### config.mk
export PLATFORM = sky130hd
export DESIGN_NAME = reg_bank_param
export DESIGN_NICKNAME = d
export VERILOG_FILES = /design/src/rtl/reg_bank_param.sv
export SDC_FILE = /design/constraint.sdc
export NUM_CORES = 1
export LEC_CHECK = 0
export CAP_MARGIN = 20
export CELL_PAD_IN_SITES_DETAIL_PLACEMENT = 0
export CELL_PAD_IN_SITES_GLOBAL_PLACEMENT = 1
export CORE_MARGIN = 2
export CORE_UTILIZATION = 48
export CTS_BUF_LIST = sky130_fd_sc_hd__clkbuf_8
export DETAILED_ROUTE_END_ITERATION = 10
export PLACE_DENSITY_LB_ADDON = 0.3
export SKIP_CTS_REPAIR_TIMING = 1
export SLEW_MARGIN = 20
export SYNTH_ARGS = -nofsm -noshare
export SYNTH_HDL_FRONTEND = slang
export SYNTH_SLANG_ARGS = --single-unit
### constraint.sdc
create_clock -name clk -period 11.6 [get_ports clk]
set_input_delay 1.16 -clock clk [delete_from_list [all_inputs] [get_ports clk]]
set_output_delay 1.16 -clock clk [all_outputs]
set_load 0.01 [all_outputs]
### src/rtl/reg_bank_param.sv
// Parametrised register bank: two registered read ports, one write port,
// per-register busy scoreboard, optional write-to-read bypass and zero register.
module reg_bank_param #(
   parameter int DATA_W    = 32,
   parameter int ADDR_W    = 3,
   parameter int INIT_STEP = 10,
   parameter int ZERO_R0   = 1,
   parameter int BYPASS    = 1
) (
   input  logic                   clk,
   input  logic                   rst,
   input  logic                   rd_en,
   input  logic [ADDR_W-1:0]      ra1,
   input  logic [ADDR_W-1:0]      ra2,
   output logic [DATA_W-1:0]      rd1_data,
   output logic [DATA_W-1:0]      rd2_data,
   output logic                   busy1,
   output logic                   busy2,
   output logic                   rd_valid,
   input  logic                   we,
   input  logic [ADDR_W-1:0]      wa,
   input  logic [DATA_W-1:0]      wd,
   input  logic                   rsv_en,
   input  logic [ADDR_W-1:0]      rsv_addr,
   output logic [2**ADDR_W-1:0]   busy_vec
);

   localparam int NUM_REGS = 2**ADDR_W;

   logic [DATA_W-1:0]   r_mem [NUM_REGS];
   logic [NUM_REGS-1:0] r_busy;
   logic [NUM_REGS-1:0] w_busy_next;
   logic [DATA_W-1:0]   r_rd1;
   logic [DATA_W-1:0]   r_rd2;
   logic                r_busy1;
   logic                r_busy2;
   logic                r_valid;
   logic                w_wr_eff;
   logic                w_rsv_eff;
   logic [DATA_W-1:0]   w_rd1_next;
   logic [DATA_W-1:0]   w_rd2_next;

   // Writes and reservations aimed at a hard-wired r0 are dropped here once,
   // so the storage and scoreboard never need to special-case it.
   always_comb begin
      w_wr_eff  = we;
      w_rsv_eff = rsv_en;
      if (ZERO_R0 != 0) begin
         if (wa == '0)       w_wr_eff  = 1'b0;
         if (rsv_addr == '0) w_rsv_eff = 1'b0;
      end
   end

   function automatic logic [DATA_W-1:0] f_read(input logic [ADDR_W-1:0] a);
      logic [DATA_W-1:0] v;
      v = r_mem[a];
      if ((BYPASS != 0) && w_wr_eff && (wa == a)) v = wd;
      if ((ZERO_R0 != 0) && (a == '0))          v = '0;
      return v;
   endfunction

   always_comb begin
      w_rd1_next = f_read(ra1);
      w_rd2_next = f_read(ra2);
   end

   always_comb begin
      w_busy_next = '0;
      for (int unsigned i = 0; i < NUM_REGS; i++) begin
         w_busy_next[i] = (r_busy[i] && !(w_wr_eff && (wa == ADDR_W'(i))))
                          || (w_rsv_eff && (rsv_addr == ADDR_W'(i)));
      end
   end

   genvar gi;
   generate
      for (gi = 0; gi < NUM_REGS; gi++) begin : g_reg
         localparam logic [DATA_W-1:0] RST_VAL = DATA_W'(gi * INIT_STEP);
         always_ff @(posedge clk or posedge rst) begin
            if (rst)
               r_mem[gi] <= RST_VAL;
            else if (w_wr_eff && (wa == ADDR_W'(gi)))
               r_mem[gi] <= wd;
         end
      end
   endgenerate

   always_ff @(posedge clk or posedge rst) begin
      if (rst)
         r_busy <= '0;
      else
         r_busy <= w_busy_next;
   end

   always_ff @(posedge clk or posedge rst) begin
      if (rst) begin
         r_rd1   <= '0;
         r_rd2   <= '0;
         r_busy1 <= 1'b0;
         r_busy2 <= 1'b0;
         r_valid <= 1'b0;
      end else begin
         r_valid <= rd_en;
         if (rd_en) begin
            r_rd1   <= w_rd1_next;
            r_rd2   <= w_rd2_next;
            r_busy1 <= w_busy_next[ra1];
            r_busy2 <= w_busy_next[ra2];
         end
      end
   end

   assign rd1_data = r_rd1;
   assign rd2_data = r_rd2;
   assign busy1    = r_busy1;
   assign busy2    = r_busy2;
   assign rd_valid = r_valid;
   assign busy_vec = r_busy;

endmodule

======== Yosys cells after proc, flatten, opt, wreduce, memory -nomap -nowiden ========
Cells that the tools add are included.
word-level totals
  memories kept ........................... 0
  bits in latches ......................... 0
  output and inout port bits .............. 75
  memory bits (read-only) ................. 0
  logic and storage cells ................. 98
  RAM bits ................................ 0
  flip-flop bits (word level) ............. 331
  bits of input ports ..................... 49
operators by class
  reduce and logical (&&, ||, !) cells .... 46
  div/mod/pow operators ................... 0
  add/sub/neg operators ................... 0
  bitwise logic cells ..................... 2
  shift-type cells ........................ 0
  equality and inequality tests ........... 16
  multipliers ............................. 0
  $lt $le $gt $ge ......................... 4
  multiplexer cells ....................... 16
operators with widths
  kind                  count
  $mux W32              8
  $bmux W32 S3          2
  $logic_and A1 B1 Y1   26
  $eq A3 B3 Y1 const B  8
  $eq A3 B2 Y1 const B  4
  $logic_not A3 Y1      4
  $ge A4 B4 Y1 const B  2
  $logic_not A1 Y1      8
  $logic_or A1 B1 Y1    8
  $lt A3 B4 Y1 const B  2
  $not A3 Y4            2
  $bmux W1 S3           2
  $eq A3 B1 Y1 const B  2
  $eq A3 B3 Y1          2
  $mux W1               4

======== Depth between registers and ports, before layout ========
  word-level depth ........................ 8
  gate-level depth with buffers ........... 8
  gate-level depth less buffers ........... 5

======== Least setup slack after synthesis ========
Ideal clock, no wire load.
  path kind ............................... input -> register
  start ................................... in wa[1]
  end ..................................... reg r_rd2[16] (netlist: rd2_data[16])
  required time ........................... 11.474 ns
  library setup time ...................... 0.126 ns
  stages on the path ...................... 6
  data arrival time ....................... 2.539 ns
  path slack .............................. 8.935 ns
  buffers on the path ..................... 1
  cell sequence ........................... or3b_1 > a211o_1 > a21oi_2 > nor2_2 > buf_6 > a221o_1
between the ends
  longest elaborated chain between the ends .. 5
  elaborated cells between the ends (all ways) .. 6
  classes of those cells .................. eq/ne: 1; mux: 3; reduce/logical: 2
RTL lines
  element                RTL line  text
  start, declared        21        input logic [ADDR_W-1:0] wa,
  $logic_not A3 Y1       49        if (wa == '0) w_wr_eff = 1'b0;
  $mux W1                49
  $logic_and A1 B1 Y1 *  57        if ((BYPASS != 0) && w_wr_eff && (wa == a)) v = wd;
  $mux W32 *             57
  $mux W32 *             58        if ((ZERO_R0 != 0) && (a == '0)) v = '0;
  end signal, assigned   106       r_rd2 <= w_rd2_next;
  end, declared          34        logic [DATA_W-1:0] r_rd2;
Mark *: on every way between the ends. The rest lies on a longest branch, timed or not.
A chain may end at the register's enable or synchronous reset.

======== Worst setup path after layout ========
  start ................................... in ra1[0]
  end ..................................... reg r_rd1[17] (netlist: rd1_data[17])
between the ends
  longest elaborated chain between the ends .. 6
  elaborated cells between the ends (all ways) .. 9
  classes of those cells .................. eq/ne: 1; mux: 5; bitwise: 1; reduce/logical: 2
RTL lines
  element                                       RTL line  text
  start, declared                               13        input logic [ADDR_W-1:0] ra1,
  $not A3 Y4 (not written as such)              56        v = r_mem[a];
  $bmux W32 S3                                  56
  $mux W32 (not written as such) (2 in series)  56
  $mux W32                                      57
  $mux W32 *                                    58
  end signal, assigned                          105       r_rd1 <= w_rd1_next;
  end, declared                                 33        logic [DATA_W-1:0] r_rd1;
Mark *: on every way between the ends. The rest lies on a longest branch, timed or not. The select of a mux whose other input is x is not followed.

==> impl_metrics.py <==
metrics = {
    "synthesis": {
        "netlist_instances": 1371,
        "ys.flop_type": "dfrtp_1",
        "yosysTopAreaCellShare": 0.462,
        "synth-seq-area-share": 0.496,
        "syn_nets": 1420,
        "syn_area_per_cell_sq_um": 11.0,
        "ys_ff_latch": 299,
        "yosysTopAreaCell": "dfrtp_1",
        "async_flop_share": 1.00,
        "netlist_top_cells_area": "dfrtp_1 46%, mux2_2 16%, o22ai_1 5.3%",
        "ys_types": 58,
        "synth_edf_count": 0,
        "synth.cell_area_sq_mm": 0.0151,
        "ys_warn_count": 0,
    },
    "timing": {
        "min_period_over_period": 0.344,
        "timing_worst_slew_pin_value_ns": 1.04,
        "finalHoldViolations": 0,
        "period_needed_ns": 3.99,
        "setup_slack_ns": 7.61,
        "finalClockSkew_ns": 0.0249,
        "fmax_mhz": 251,
        "setup_viol": 0,
        "rsz0062_at_grt": "no",
        "relSlewSlack": 0.309,
        "setup_tns_ns": 0,
        "finalMaxSlewViolations": 0,
    },
    "route": {
        "wire_per_inst_microns": 24.3,
        "drt_iter0_drc": 1029,
        "final_antenna_net_count": 0,
        "wirelength_microns": 45800,
        "viasPerCell": 6.31,
        "drt-pass1-iter-count": 5,
        "drcViolationCount": 0,
        "via_count": 11900,
    },
    "critical_path": {
        "worst-setup-path-type": "in -> reg",
        "cpPeakStageDelay_ns": 0.82,
        "crit_arrival_ns": 4.44,
        "required_ns": 12.05,
        "end_kind": "flip-flop",
        "cp_slowest_cell": "nand2_2",
        "worstPathCellList": "clkdlybuf4s50_1 -> buf_4 -> inv_2 -> nand2_2 -> o22ai_1 -> a21oi_1 -> a221o_1",
        "critical_path.max_fanout": 40,
        "cp-start-kind": "input port",
    },
    "floorplanning": {
        "die_h_microns": 182,
        "start_util": 0.491,
        "dieArea_sq_mm": 0.0329,
        "ioPinCount": 124,
        "num_rows": 64,
        "die_width_microns": 182,
        "core-area_sq_mm": 0.0308,
    },
    "grt": {
        "grt_pass1_vias": 11900,
        "grt_overflow_total": 0,
        "grt_max_degree": 181,
        "grt_pass1_wl_microns": 71000,
        "grt_usage": 0.276,
        "grt_antenna_before_repair": 0,
    },
    "clock_tree": {
        "cts_tree": "yes",
        "clk_pin_slew_ns": 0.06,
        "cts_buffer_depth": 3,
        "ctsHtreeMaxLevel": 2,
        "root_buffer": "clkbuf_8",
        "clock-sinks": 299,
        "cts_made_buffers": 52,
        "clk_latency_ns": 0.59,
    },
    "cells_and_area": {
        "multi_input_area_sq_mm": 0.00695,
        "antenna_cells": 0,
        "drive_above_1_share": 0.250,
        "seqCellArea_sq_mm": 0.00751,
        "fin_area_sq_mm": 0.0177,
        "utilization": 0.573,
        "fin_nets": 1496,
        "area_delta_synth_final_pct": 16.9,
        "fillers": 2653,
    },
    "power_and_ir_drop": {
        "ir_drop_v": 0.000113,
        "p_seq_frac": 0.453,
        "power_density_mw_per_mm2": 180,
        "p_comb_frac": 0.223,
        "power_report.internal_total_mw": 2.24,
        "p_sw_frac": 0.293,
        "clkPwrFrac": 0.324,
        "p_leak_nw": 7.62,
        "p_sw_mw": 0.932,
    },
    "min_path": {
        "hold_class": "reg -> reg",
    },
    "place": {
        "dp_hpwl_microns": 24800,
        "portBuffers": 123,
        "pre_cts_slack_ns": 7.04,
        "placed_area_sq_mm": 0.0165,
        "gp_congestion": 0.794,
    },
    "job": {
        "drv_cap": 0,
    },
    "outcome": {
        "status": "completed",
    },
}
kinds of logic after synthesis:
| family | synth area share |
|---|---|
| compound gates | 0.180 |
| flops | 0.496 |
| simple gates | 0.0866 |
| mux | 0.186 |
| buf+inv | 0.0474 |
| xor+xnor | 0.00290 |
flip-flops by register name, indices dropped and copies added (netlist names):
register,cells
busy_vec,8
r_mem,224
rd1_data,32
busy2,1
rd_valid,1
busy1,1
rd2_data,32
cell usage in the layout, fill, tap and decap left out, types with 3 or more instances in the layout:
cell	n
clkbuf_8	74
nand3_1	3
inv_1	52
o21ai_0	37
xnor2_1	5
buf_2	4
dfrtp_1	279
nor3_1	30
a221o_1	62
a21oi_1	65
a31oi_1	3
a21o_1	3
dfstp_2	20
a22o_1	5
o22ai_1	128
nand4b_4	3
mux2_2	220
a211oi_1	31
o22a_1	32
nand2_1	136
nor2b_1	38
clkdlybuf4s50_1	117
buf_4	24
mux2i_1	32
nor2_1	4
and2_1	29
a211o_1	3
power groups by stage:
stage / Clock, mW / Combinational, mW / Sequential (mW)
after floorplan: 0 / 0.459 / 1.42
after global placement: 0 / 0.692 / 1.44
after detailed placement: 0 / 0.708 / 1.45
after CTS: 1.05 / 0.711 / 1.43
after global routing: 1.09 / 0.772 / 1.46
final: 1.03 / 0.709 / 1.44
path summary, 6_finish.rpt:
kind	startpoint	endpoint	slack, ns	cells past startpoint
hold / removal	busy_vec[0]$_DFF_PP0_	busy_vec[0]$_DFF_PP0_	0.45	0
max in group asynchronous	rst	r_mem[19]$_DFFE_PP0P_	9.03	4
hold reg to reg	busy_vec[0]$_DFF_PP0_	busy_vec[0]$_DFF_PP0_	0.45	0
min in group asynchronous	rst	r_mem[67]$_DFFE_PP0P_	1.11	2
setup reg to reg	busy_vec[6]$_DFF_PP0_	busy2$_DFFE_PP0P_	10.13	4
setup / recovery	ra1[0]	rd1_data[17]$_DFFE_PP0P_	7.61	7
synthesized netlist by cell type, drive strengths merged (2+ instances only):
master and count:
dfrtp 279, mux2 220, nand2 138, o22ai 128, a21oi 66, buf 63, clkbuf 63, a221o 62
inv 40, o21ai 39, nor2b 38, a211oi 33, mux2i 32, o22a 32, nor3 30, and2 29
dfstp 20, nor2 6, a22o 5, xnor2 5, a211o 3, a21o 3, a31oi 3, nand3 3
nand4b 3, or2 3, a32o 2, nor4bb 2, o2bb2ai 2, or3b 2
critical path: cells and delay by family:
| family | cells | cell delay, ns |
|---|---|---|
| buf+inv | 3 | 1.51 |
| compound gates | 3 | 0.91 |
| simple gates | 1 | 0.82 |
per-stage QoR:
step / power (mW) / instances / hold WS, ns
final: 3.18 / 1882 / 0.453
after global routing: 3.33 / 1882 / 0.456
after floorplan: 1.88 / 1371 / 0.447
after global placement: 2.14 / 1787 / 0.442
after detailed placement: 2.15 / 1788 / 0.439
after CTS: 3.19 / 1881 / 0.453
cell type report:
cell class | instances | area share
Tap cell | 396 | 0.0280
Inverter | 41 | 0.00913
Clock inverter | 19 | 0.00609
Multi-Input combinational cell | 905 | 0.393
Sequential cell | 299 | 0.425
Timing Repair Buffer | 148 | 0.0809
Clock buffer | 74 | 0.0576
metal layers:
metal  share of wire  track usage
met1            0.43        0.372
met4           0.025       0.0881
met3           0.058       0.0391
met2            0.48        0.463
met5               0            0
(Power assumes the default switching activity.)
